--- src/rtl/mem_sram_ctrl_pkg.sv ---
// Shared types, op codes and lane helpers for the MEM stage SRAM controller.
package mem_sram_ctrl_pkg;

  localparam int unsigned ALU_OP_W = 8;
  localparam int unsigned DATA_W   = 32;
  localparam int unsigned REG_AW   = 5;
  localparam int unsigned BE_W     = 4;

  typedef logic [ALU_OP_W-1:0] alu_op_t;
  typedef logic [BE_W-1:0]     sram_bsel_t;

  localparam alu_op_t EXE_NOP_OP = 8'b0000_0000;
  localparam alu_op_t EXE_LB_OP  = 8'b1110_0000;
  localparam alu_op_t EXE_LH_OP  = 8'b1110_0001;
  localparam alu_op_t EXE_LW_OP  = 8'b1110_0011;
  localparam alu_op_t EXE_LBU_OP = 8'b1110_0100;
  localparam alu_op_t EXE_LHU_OP = 8'b1110_0101;
  localparam alu_op_t EXE_SB_OP  = 8'b1110_1000;
  localparam alu_op_t EXE_SH_OP  = 8'b1110_1001;
  localparam alu_op_t EXE_SW_OP  = 8'b1110_1011;

  typedef enum logic {
    ST_IDLE   = 1'b0,
    ST_ACCESS = 1'b1
  } state_e;

  // Write-back bundle handed to the DF stage.
  typedef struct packed {
    alu_op_t             alu_op;
    logic                gpr_we;
    logic [REG_AW-1:0]   gpr_waddr;
    logic [DATA_W-1:0]   gpr_wdata;
    sram_bsel_t          be;
  } wb_bundle_t;

  localparam wb_bundle_t WB_BUBBLE = '{
    alu_op:    EXE_NOP_OP,
    gpr_we:    1'b0,
    gpr_waddr: '0,
    gpr_wdata: '0,
    be:        '0
  };

  function automatic logic is_load(input alu_op_t op);
    return op inside {EXE_LB_OP, EXE_LBU_OP, EXE_LH_OP, EXE_LHU_OP, EXE_LW_OP};
  endfunction

  function automatic logic is_store(input alu_op_t op);
    return op inside {EXE_SB_OP, EXE_SH_OP, EXE_SW_OP};
  endfunction

  function automatic logic is_mem_op(input alu_op_t op);
    return is_load(op) || is_store(op);
  endfunction

  function automatic logic is_half(input alu_op_t op);
    return op inside {EXE_LH_OP, EXE_LHU_OP, EXE_SH_OP};
  endfunction

  function automatic logic is_word(input alu_op_t op);
    return op inside {EXE_LW_OP, EXE_SW_OP};
  endfunction

  function automatic logic misaligned(input alu_op_t op, input logic [1:0] a);
    return (is_half(op) && a[0]) || (is_word(op) && (a != 2'b00));
  endfunction

  function automatic sram_bsel_t byte_en(input alu_op_t op, input logic [1:0] a);
    if (is_word(op))      return 4'b1111;
    else if (is_half(op)) return a[1] ? 4'b1100 : 4'b0011;
    else if (is_mem_op(op)) return sram_bsel_t'(4'b0001 << a);
    else                  return 4'b0000;
  endfunction

  // Replicate store data across every lane; the byte enables pick the live ones.
  function automatic logic [DATA_W-1:0] store_lanes(input alu_op_t op, input logic [DATA_W-1:0] d);
    case (op)
      EXE_SB_OP: return {4{d[7:0]}};
      EXE_SH_OP: return {2{d[15:0]}};
      default:   return d;
    endcase
  endfunction

endpackage

--- src/rtl/mem_load_align.sv ---
// Selects and sign/zero-extends the addressed byte or half of an SRAM read word.
module mem_load_align
  import mem_sram_ctrl_pkg::*;
(
  input  logic [ALU_OP_W-1:0] op,
  input  logic [1:0]          a,
  input  logic [DATA_W-1:0]   rdata,
  output logic [DATA_W-1:0]   wdata_c
);

  logic [7:0]  byte_sel;
  logic [15:0] half_sel;

  always_comb begin
    byte_sel = rdata[{a, 3'b000} +: 8];
    half_sel = a[1] ? rdata[31:16] : rdata[15:0];
    wdata_c  = rdata;
    case (op)
      EXE_LB_OP:  wdata_c = {{24{byte_sel[7]}}, byte_sel};
      EXE_LBU_OP: wdata_c = {24'd0, byte_sel};
      EXE_LH_OP:  wdata_c = {{16{half_sel[15]}}, half_sel};
      EXE_LHU_OP: wdata_c = {16'd0, half_sel};
      default:    wdata_c = rdata;
    endcase
  end

endmodule

--- src/rtl/mem_sram_ctrl.sv ---
// MIPS MEM stage: fixed wait-state async SRAM access, load alignment and the
// registered write-back bundle, stalling upstream while an access is in flight.
module mem_sram_ctrl
  import mem_sram_ctrl_pkg::*;
#(
  parameter int unsigned WAIT_CYCLES = 2,
  parameter int unsigned SRAM_AW     = 20
) (
  input  logic                CLK,
  input  logic                RST,
  input  logic                VALID_I,
  input  logic [ALU_OP_W-1:0] ALU_OP_I,
  input  logic                GPR_WE_I,
  input  logic [REG_AW-1:0]   GPR_WADDR_I,
  input  logic [DATA_W-1:0]   GPR_WDATA_I,
  input  logic [DATA_W-1:0]   MEM_SDATA_I,
  output logic [SRAM_AW-1:0]  SRAM_ADDR_O,
  output logic [DATA_W-1:0]   SRAM_WDATA_O,
  input  logic [DATA_W-1:0]   SRAM_RDATA_I,
  output logic                SRAM_CE_N_O,
  output logic                SRAM_OE_N_O,
  output logic                SRAM_WE_N_O,
  output logic [BE_W-1:0]     SRAM_BE_N_O,
  output logic                STALL_REQ_O,
  output logic                ADDR_ERR_O,
  output logic [ALU_OP_W-1:0] ALU_OP_O,
  output logic                GPR_WE_O,
  output logic [REG_AW-1:0]   GPR_WADDR_O,
  output logic [DATA_W-1:0]   GPR_WDATA_O,
  output logic [BE_W-1:0]     SRAM_DATA_BE_O
);

  localparam int unsigned CW = $clog2(WAIT_CYCLES + 1);

  state_e             state_q, state_d;
  logic [CW-1:0]      cnt_q, cnt_d;
  alu_op_t            op_q, op_d;
  logic [DATA_W-1:0]  addr_q, addr_d;
  logic [REG_AW-1:0]  waddr_q, waddr_d;
  sram_bsel_t         be_q, be_d;
  wb_bundle_t         wb_q, wb_d;
  logic               ce_n_q, ce_n_d;
  logic               oe_n_q, oe_n_d;
  logic               we_n_q, we_n_d;
  sram_bsel_t         be_n_q, be_n_d;
  logic [SRAM_AW-1:0] sram_addr_q, sram_addr_d;
  logic [DATA_W-1:0]  sram_wdata_q, sram_wdata_d;
  logic               addr_err_q, addr_err_d;

  logic              is_mem_c;
  logic              mis_c;
  logic              accept_c;
  logic              last_c;
  logic [DATA_W-1:0] load_data_c;

  mem_load_align u_load_align (
    .op      (op_q),
    .a       (addr_q[1:0]),
    .rdata   (SRAM_RDATA_I),
    .wdata_c (load_data_c)
  );

  assign is_mem_c = is_mem_op(ALU_OP_I);
  assign mis_c    = misaligned(ALU_OP_I, GPR_WDATA_I[1:0]);
  assign accept_c = !RST && (state_q == ST_IDLE) && VALID_I && is_mem_c && !mis_c;
  assign last_c   = (state_q == ST_ACCESS) && (cnt_q == CW'(WAIT_CYCLES - 1));

  // Stall drops in the final access cycle so EX advances on the write-back edge.
  assign STALL_REQ_O = accept_c || (!RST && (state_q == ST_ACCESS) && !last_c);

  always_comb begin
    state_d      = state_q;
    cnt_d        = cnt_q;
    op_d         = op_q;
    addr_d       = addr_q;
    waddr_d      = waddr_q;
    be_d         = be_q;
    wb_d         = WB_BUBBLE;
    ce_n_d       = 1'b1;
    oe_n_d       = 1'b1;
    we_n_d       = 1'b1;
    be_n_d       = '1;
    sram_addr_d  = sram_addr_q;
    sram_wdata_d = '0;
    addr_err_d   = 1'b0;

    case (state_q)
      ST_IDLE: begin
        if (VALID_I) begin
          if (!is_mem_c) begin
            wb_d.alu_op    = ALU_OP_I;
            wb_d.gpr_we    = GPR_WE_I;
            wb_d.gpr_waddr = GPR_WADDR_I;
            wb_d.gpr_wdata = GPR_WDATA_I;
          end else if (mis_c) begin
            addr_err_d = 1'b1;
          end else begin
            state_d      = ST_ACCESS;
            cnt_d        = '0;
            op_d         = ALU_OP_I;
            addr_d       = GPR_WDATA_I;
            waddr_d      = GPR_WADDR_I;
            be_d         = byte_en(ALU_OP_I, GPR_WDATA_I[1:0]);
            ce_n_d       = 1'b0;
            oe_n_d       = !is_load(ALU_OP_I);
            we_n_d       = !is_store(ALU_OP_I);
            be_n_d       = ~byte_en(ALU_OP_I, GPR_WDATA_I[1:0]);
            sram_addr_d  = GPR_WDATA_I[SRAM_AW+1:2];
            sram_wdata_d = is_store(ALU_OP_I) ? store_lanes(ALU_OP_I, MEM_SDATA_I) : '0;
          end
        end
      end
      ST_ACCESS: begin
        if (last_c) begin
          state_d        = ST_IDLE;
          wb_d.alu_op    = op_q;
          wb_d.gpr_we    = is_load(op_q);
          wb_d.gpr_waddr = waddr_q;
          wb_d.gpr_wdata = is_load(op_q) ? load_data_c : addr_q;
          wb_d.be        = be_q;
        end else begin
          cnt_d        = cnt_q + CW'(1);
          ce_n_d       = 1'b0;
          oe_n_d       = !is_load(op_q);
          we_n_d       = !is_store(op_q);
          be_n_d       = ~be_q;
          sram_wdata_d = sram_wdata_q;
        end
      end
      default: state_d = ST_IDLE;
    endcase
  end

  always_ff @(posedge CLK) begin
    if (RST) begin
      state_q      <= ST_IDLE;
      cnt_q        <= '0;
      op_q         <= EXE_NOP_OP;
      addr_q       <= '0;
      waddr_q      <= '0;
      be_q         <= '0;
      wb_q         <= WB_BUBBLE;
      ce_n_q       <= 1'b1;
      oe_n_q       <= 1'b1;
      we_n_q       <= 1'b1;
      be_n_q       <= '1;
      sram_addr_q  <= '0;
      sram_wdata_q <= '0;
      addr_err_q   <= 1'b0;
    end else begin
      state_q      <= state_d;
      cnt_q        <= cnt_d;
      op_q         <= op_d;
      addr_q       <= addr_d;
      waddr_q      <= waddr_d;
      be_q         <= be_d;
      wb_q         <= wb_d;
      ce_n_q       <= ce_n_d;
      oe_n_q       <= oe_n_d;
      we_n_q       <= we_n_d;
      be_n_q       <= be_n_d;
      sram_addr_q  <= sram_addr_d;
      sram_wdata_q <= sram_wdata_d;
      addr_err_q   <= addr_err_d;
    end
  end

  assign SRAM_ADDR_O    = sram_addr_q;
  assign SRAM_WDATA_O   = sram_wdata_q;
  assign SRAM_CE_N_O    = ce_n_q;
  assign SRAM_OE_N_O    = oe_n_q;
  assign SRAM_WE_N_O    = we_n_q;
  assign SRAM_BE_N_O    = be_n_q;
  assign ADDR_ERR_O     = addr_err_q;
  assign ALU_OP_O       = wb_q.alu_op;
  assign GPR_WE_O       = wb_q.gpr_we;
  assign GPR_WADDR_O    = wb_q.gpr_waddr;
  assign GPR_WDATA_O    = wb_q.gpr_wdata;
  assign SRAM_DATA_BE_O = wb_q.be;

endmodule

--- config.mk ---
export PLATFORM = sky130hd
export DESIGN_NAME = mem_sram_ctrl
export DESIGN_NICKNAME = d
export VERILOG_FILES = /design/src/rtl/mem_sram_ctrl_pkg.sv /design/src/rtl/mem_load_align.sv /design/src/rtl/mem_sram_ctrl.sv
export SDC_FILE = /design/constraint.sdc
export NUM_CORES = 1
export LEC_CHECK = 0
export CAP_MARGIN = 20
export CORE_MARGIN = 3
export CORE_UTILIZATION = 48
export CTS_BUF_LIST = sky130_fd_sc_hd__clkbuf_4
export DETAILED_ROUTE_END_ITERATION = 12
export PLACE_DENSITY_LB_ADDON = 0.3
export SLEW_MARGIN = 20
export SYNTH_ARGS = -nofsm -noshare
export SYNTH_HDL_FRONTEND = slang
export SYNTH_SLANG_ARGS = --single-unit
--- constraint.sdc ---
create_clock -name CLK -period 4 [get_ports CLK]
set_input_delay 0.8 -clock CLK [delete_from_list [all_inputs] [get_ports CLK]]
set_output_delay 0.8 -clock CLK [all_outputs]
set_load 0.02 [all_outputs]
==> impl_metrics.json, run 1 <==
{
  "status": "finished clean",
  "cts_made_buffers": 17,
  "reg2regPathDepth": 5,
  "syn_avg_cell_area_um2": 8.61,
  "clkLatencyLatePin_ps": 530,
  "wl_per_cell_um": 18.1,
  "place.gp.congestion": 0.889,
  "fillers": 960,
  "hold_buffers": 0,
  "cp.buffers_inverters": 2,
  "root_buffer": "clkbuf_4",
  "slew_violations": 0,
  "portBuffers": 223,
  "crit_path_frequent_cell": "clkdlybuf4s50_1",
  "cts_resized": 0,
  "synth_cell_types": 49,
  "cap_viol_max_count": 0,
  "cp_cell_sequence": "clkdlybuf4s50_1 > nand4b_1 > a221oi_2 > nand3_2 > a21oi_1 > clkdlybuf4s50_1",
  "drive_above_1_share": 0.0774,
  "worst_slew_pin_slew_ps": 944,
  "p_seq_frac": 0.522,
  "pwr-share-clk": 0.362,
  "async_flop_share": 0,
  "combinationalPowerShare": 0.116,
  "hold_violations": 0,
  "cp_num_cells": 6,
  "yosysSeqAreaShare": 0.478,
  "ys_ff_latch": 142,
  "register_area_um2": 2840,
  "wl_um": 19200,
  "grt_use_met3": 0.0967,
  "vias": 5941,
  "grt_antenna_before_repair": 0,
  "whs_ps": 461,
  "syn_nets": 804,
  "cts_tree": "yes",
  "leakage_nw": 2.98,
  "firstDrtPassIters": 5,
  "drtIter0Drc": 566,
  "synthFlopType": "dfxtp_1",
  "final_common_cell": "clkdlybuf4s50_1",
  "setup_viol": 0,
  "rows": 40,
  "grt-ovfl-total": 0,
  "p_sw_frac": 0.238,
  "synth-edff-count": 0,
  "p_sw_w": 0.000659,
  "critical_path_class": "input port to output pin",
  "core_area_um2": 12100,
  "grt_pass1_vias": 5680,
  "htree_num_levels": 4,
  "track_usage": 0.273,
  "worstSetupEndpointType": "output pin",
  "maxSlewHeadroom": 0.370,
  "nets": 993,
  "vdd_drop_max_mv": 0.195,
  "fmax_ghz": 0.264,
  "clockBufferDepth": 2,
  "setup_tns_ps": 0,
  "cp.required_ps": 3200,
  "dp.final_hpwl_um": 14100,
  "layout_common_cells": "clkdlybuf4s50_1 (222), dfxtp_1 (142), nand2_1 (117), a21oi_1 (59), o21ai_0 (58)",
  "grt_max_degree": 56,
  "multi_input_area_um2": 2690,
  "yosysWarnings": 0,
  "die_height_um": 117,
  "finalCriticalPeriod_ps": 3790,
  "grt_setup_unrepaired": "false",
  "drc": 0,
  "grt_pass1_wl_um": 28800,
  "worstHoldPathCells": 2,
  "p_int_w": 0.00211,
  "fp.dieW_um": 117,
  "antenna_cells": 0,
  "start_kind": "input port",
  "clock_skew_ps": 16.4,
  "finalCritPeriodShare": 0.948,
  "area_growth_syn_to_layout_pct": 42.3,
  "ios": 224,
  "crit_slowest_cell": "clkdlybuf4s50_1",
  "hold_path_class": "flop to flop",
  "crit_family": "buffers and inverters",
  "slowest_delay_ps": 640,
  "cts.sinks": 142,
  "crit_arrival_ps": 2990,
  "cts_setup_buffers": 0,
  "syn-cell-area_um2": 5940,
  "postRouteAntennaNets": 0,
  "grt-busiest-layer": "met2",
  "clk_pin_slew_ps": 110,
  "avgViaCountPerCell": 5.60,
  "worstPathMaxFanout": 5,
  "die_area_um2": 13700,
  "synth_cells": 690,
  "p_per_area_nw_per_um2": 328,
  "grt.met2_usage": 0.475,
  "start_util": 0.493,
  "use_met1": 0.307
}
## metrics by stage
stage,area [um^2],worst slack [ps],power [W],cells,util
floorplan,5940,1210,0.00159,690,-
global placement,8140,271,0.00179,1028,0.674
detailed placement,8140,184,0.00180,1028,0.675
CTS,8450,185,0.00278,1060,0.701
global route,8450,57.4,0.00287,1060,0.701
finish,8450,210,0.00277,1060,0.701
## tightest hold or removal path: stages, from the launching register on
cell and delay [ps]:
dfxtp_1 330, nand2_1 50, o21ai_1 50
## sequential cells by signal, indices dropped and copies added, names as in the netlist
signal and count:
state_q 1, SRAM_WDATA_O 32, SRAM_BE_N_O 4, GPR_WADDR_O 5
op_q 8, addr_q 32, GPR_WDATA_O 32, waddr_q 5
SRAM_CE_N_O 1, SRAM_WE_N_O 1, ALU_OP_O 8, SRAM_OE_N_O 1
GPR_WE_O 1, SRAM_DATA_BE_O 4, be_q 4, cnt_q 2
ADDR_ERR_O 1
## final cells by class
class / count / area share
timing repair buffer: 238 / 0.277
tap: 168 / 0.0249
clock buffer: 19 / 0.0169
multi-input combinational: 465 / 0.318
sequential: 142 / 0.336
inverter: 15 / 0.00666
clock inverter: 13 / 0.0203
## synth_stat cells, types with 2 or more instances
library cell	count	area, um^2
a21o_1	2	15.0
clkbuf_1	25	93.8
o22ai_1	11	68.8
a21oi_1	59	295
a221oi_1	4	35.0
a22oi_1	33	248
nand4b_1	2	17.5
nor2b_1	7	43.8
o21ai_0	58	290
buf_4	25	188
dfxtp_1	142	2840
nand2b_1	6	37.5
and2_1	11	68.8
nor2_1	39	146
inv_1	15	56.3
nor3_1	12	60.1
a22o_1	21	184
and3_1	3	18.8
a2111oi_0	2	17.5
mux4_2	2	45.0
a211oi_1	8	60.1
a31oi_1	3	18.8
mux2i_1	19	190
o21ai_1	19	95.1
buf_2	15	75.1
o21ai_2	4	35.0
nand2_1	117	439
nand3_1	3	15.0
nor3b_1	2	15.0
buf_1	2	7.51
## path summary, 6_finish.rpt
check,startpoint,to,slack [ps]
worst max register to register,op_q[1]$_SDFFE_PP0P_,GPR_WDATA_O[24]$_SDFF_PP0_,1540
worst max-delay path,ALU_OP_I[6],STALL_REQ_O,210
worst min register to register,SRAM_WDATA_O[29]$_SDFFE_PP0P_,SRAM_WDATA_O[29]$_SDFFE_PP0P_,460
worst min-delay path,SRAM_WDATA_O[29]$_SDFFE_PP0P_,SRAM_WDATA_O[29]$_SDFFE_PP0P_,460
## power groups by stage
stage,Sequential (W),Combinational [W],Clock (W)
after floorplan,0.00150,0.0000896,0
after global placement,0.00148,0.000312,0
after detailed placement,0.00148,0.000318,0
after CTS,0.00145,0.000320,0.00101
after global routing,0.00145,0.000341,0.00108
final,0.00145,0.000322,0.00100
## per-layer routing
layer,share of wire,vias to the layer above
met5,0,-
met4,0.023,0
met3,0.10,45
met2,0.49,327
met1,0.38,2782
li1,-,2787
## cells by family after synthesis
| kind of cell | after synthesis | synth area share |
|---|---|---|
| AO/OA/AOI/OAI | 228 | 0.239 |
| adder cells (fa/ha/maj) | 1 | 0.00211 |
| buffers and inverters | 83 | 0.0726 |
| flip-flops | 142 | 0.478 |
| multiplexers | 21 | 0.0396 |
| AND/OR/NAND/NOR | 215 | 0.168 |
Power figures use the tool's default switching activity.
==> run 2, diff against run 1 <==
--- a/config.mk
+++ b/config.mk
@@ -10,6 +10,7 @@
 export CORE_UTILIZATION = 48
 export CTS_BUF_LIST = sky130_fd_sc_hd__clkbuf_4
 export DETAILED_ROUTE_END_ITERATION = 12
+export GPL_TIMING_DRIVEN = 1
 export PLACE_DENSITY_LB_ADDON = 0.3
 export SLEW_MARGIN = 20
 export SYNTH_ARGS = -nofsm -noshare
==> results of run 2 <==
Same layout as run 1: the final DEF is identical, and so are final timing and power.
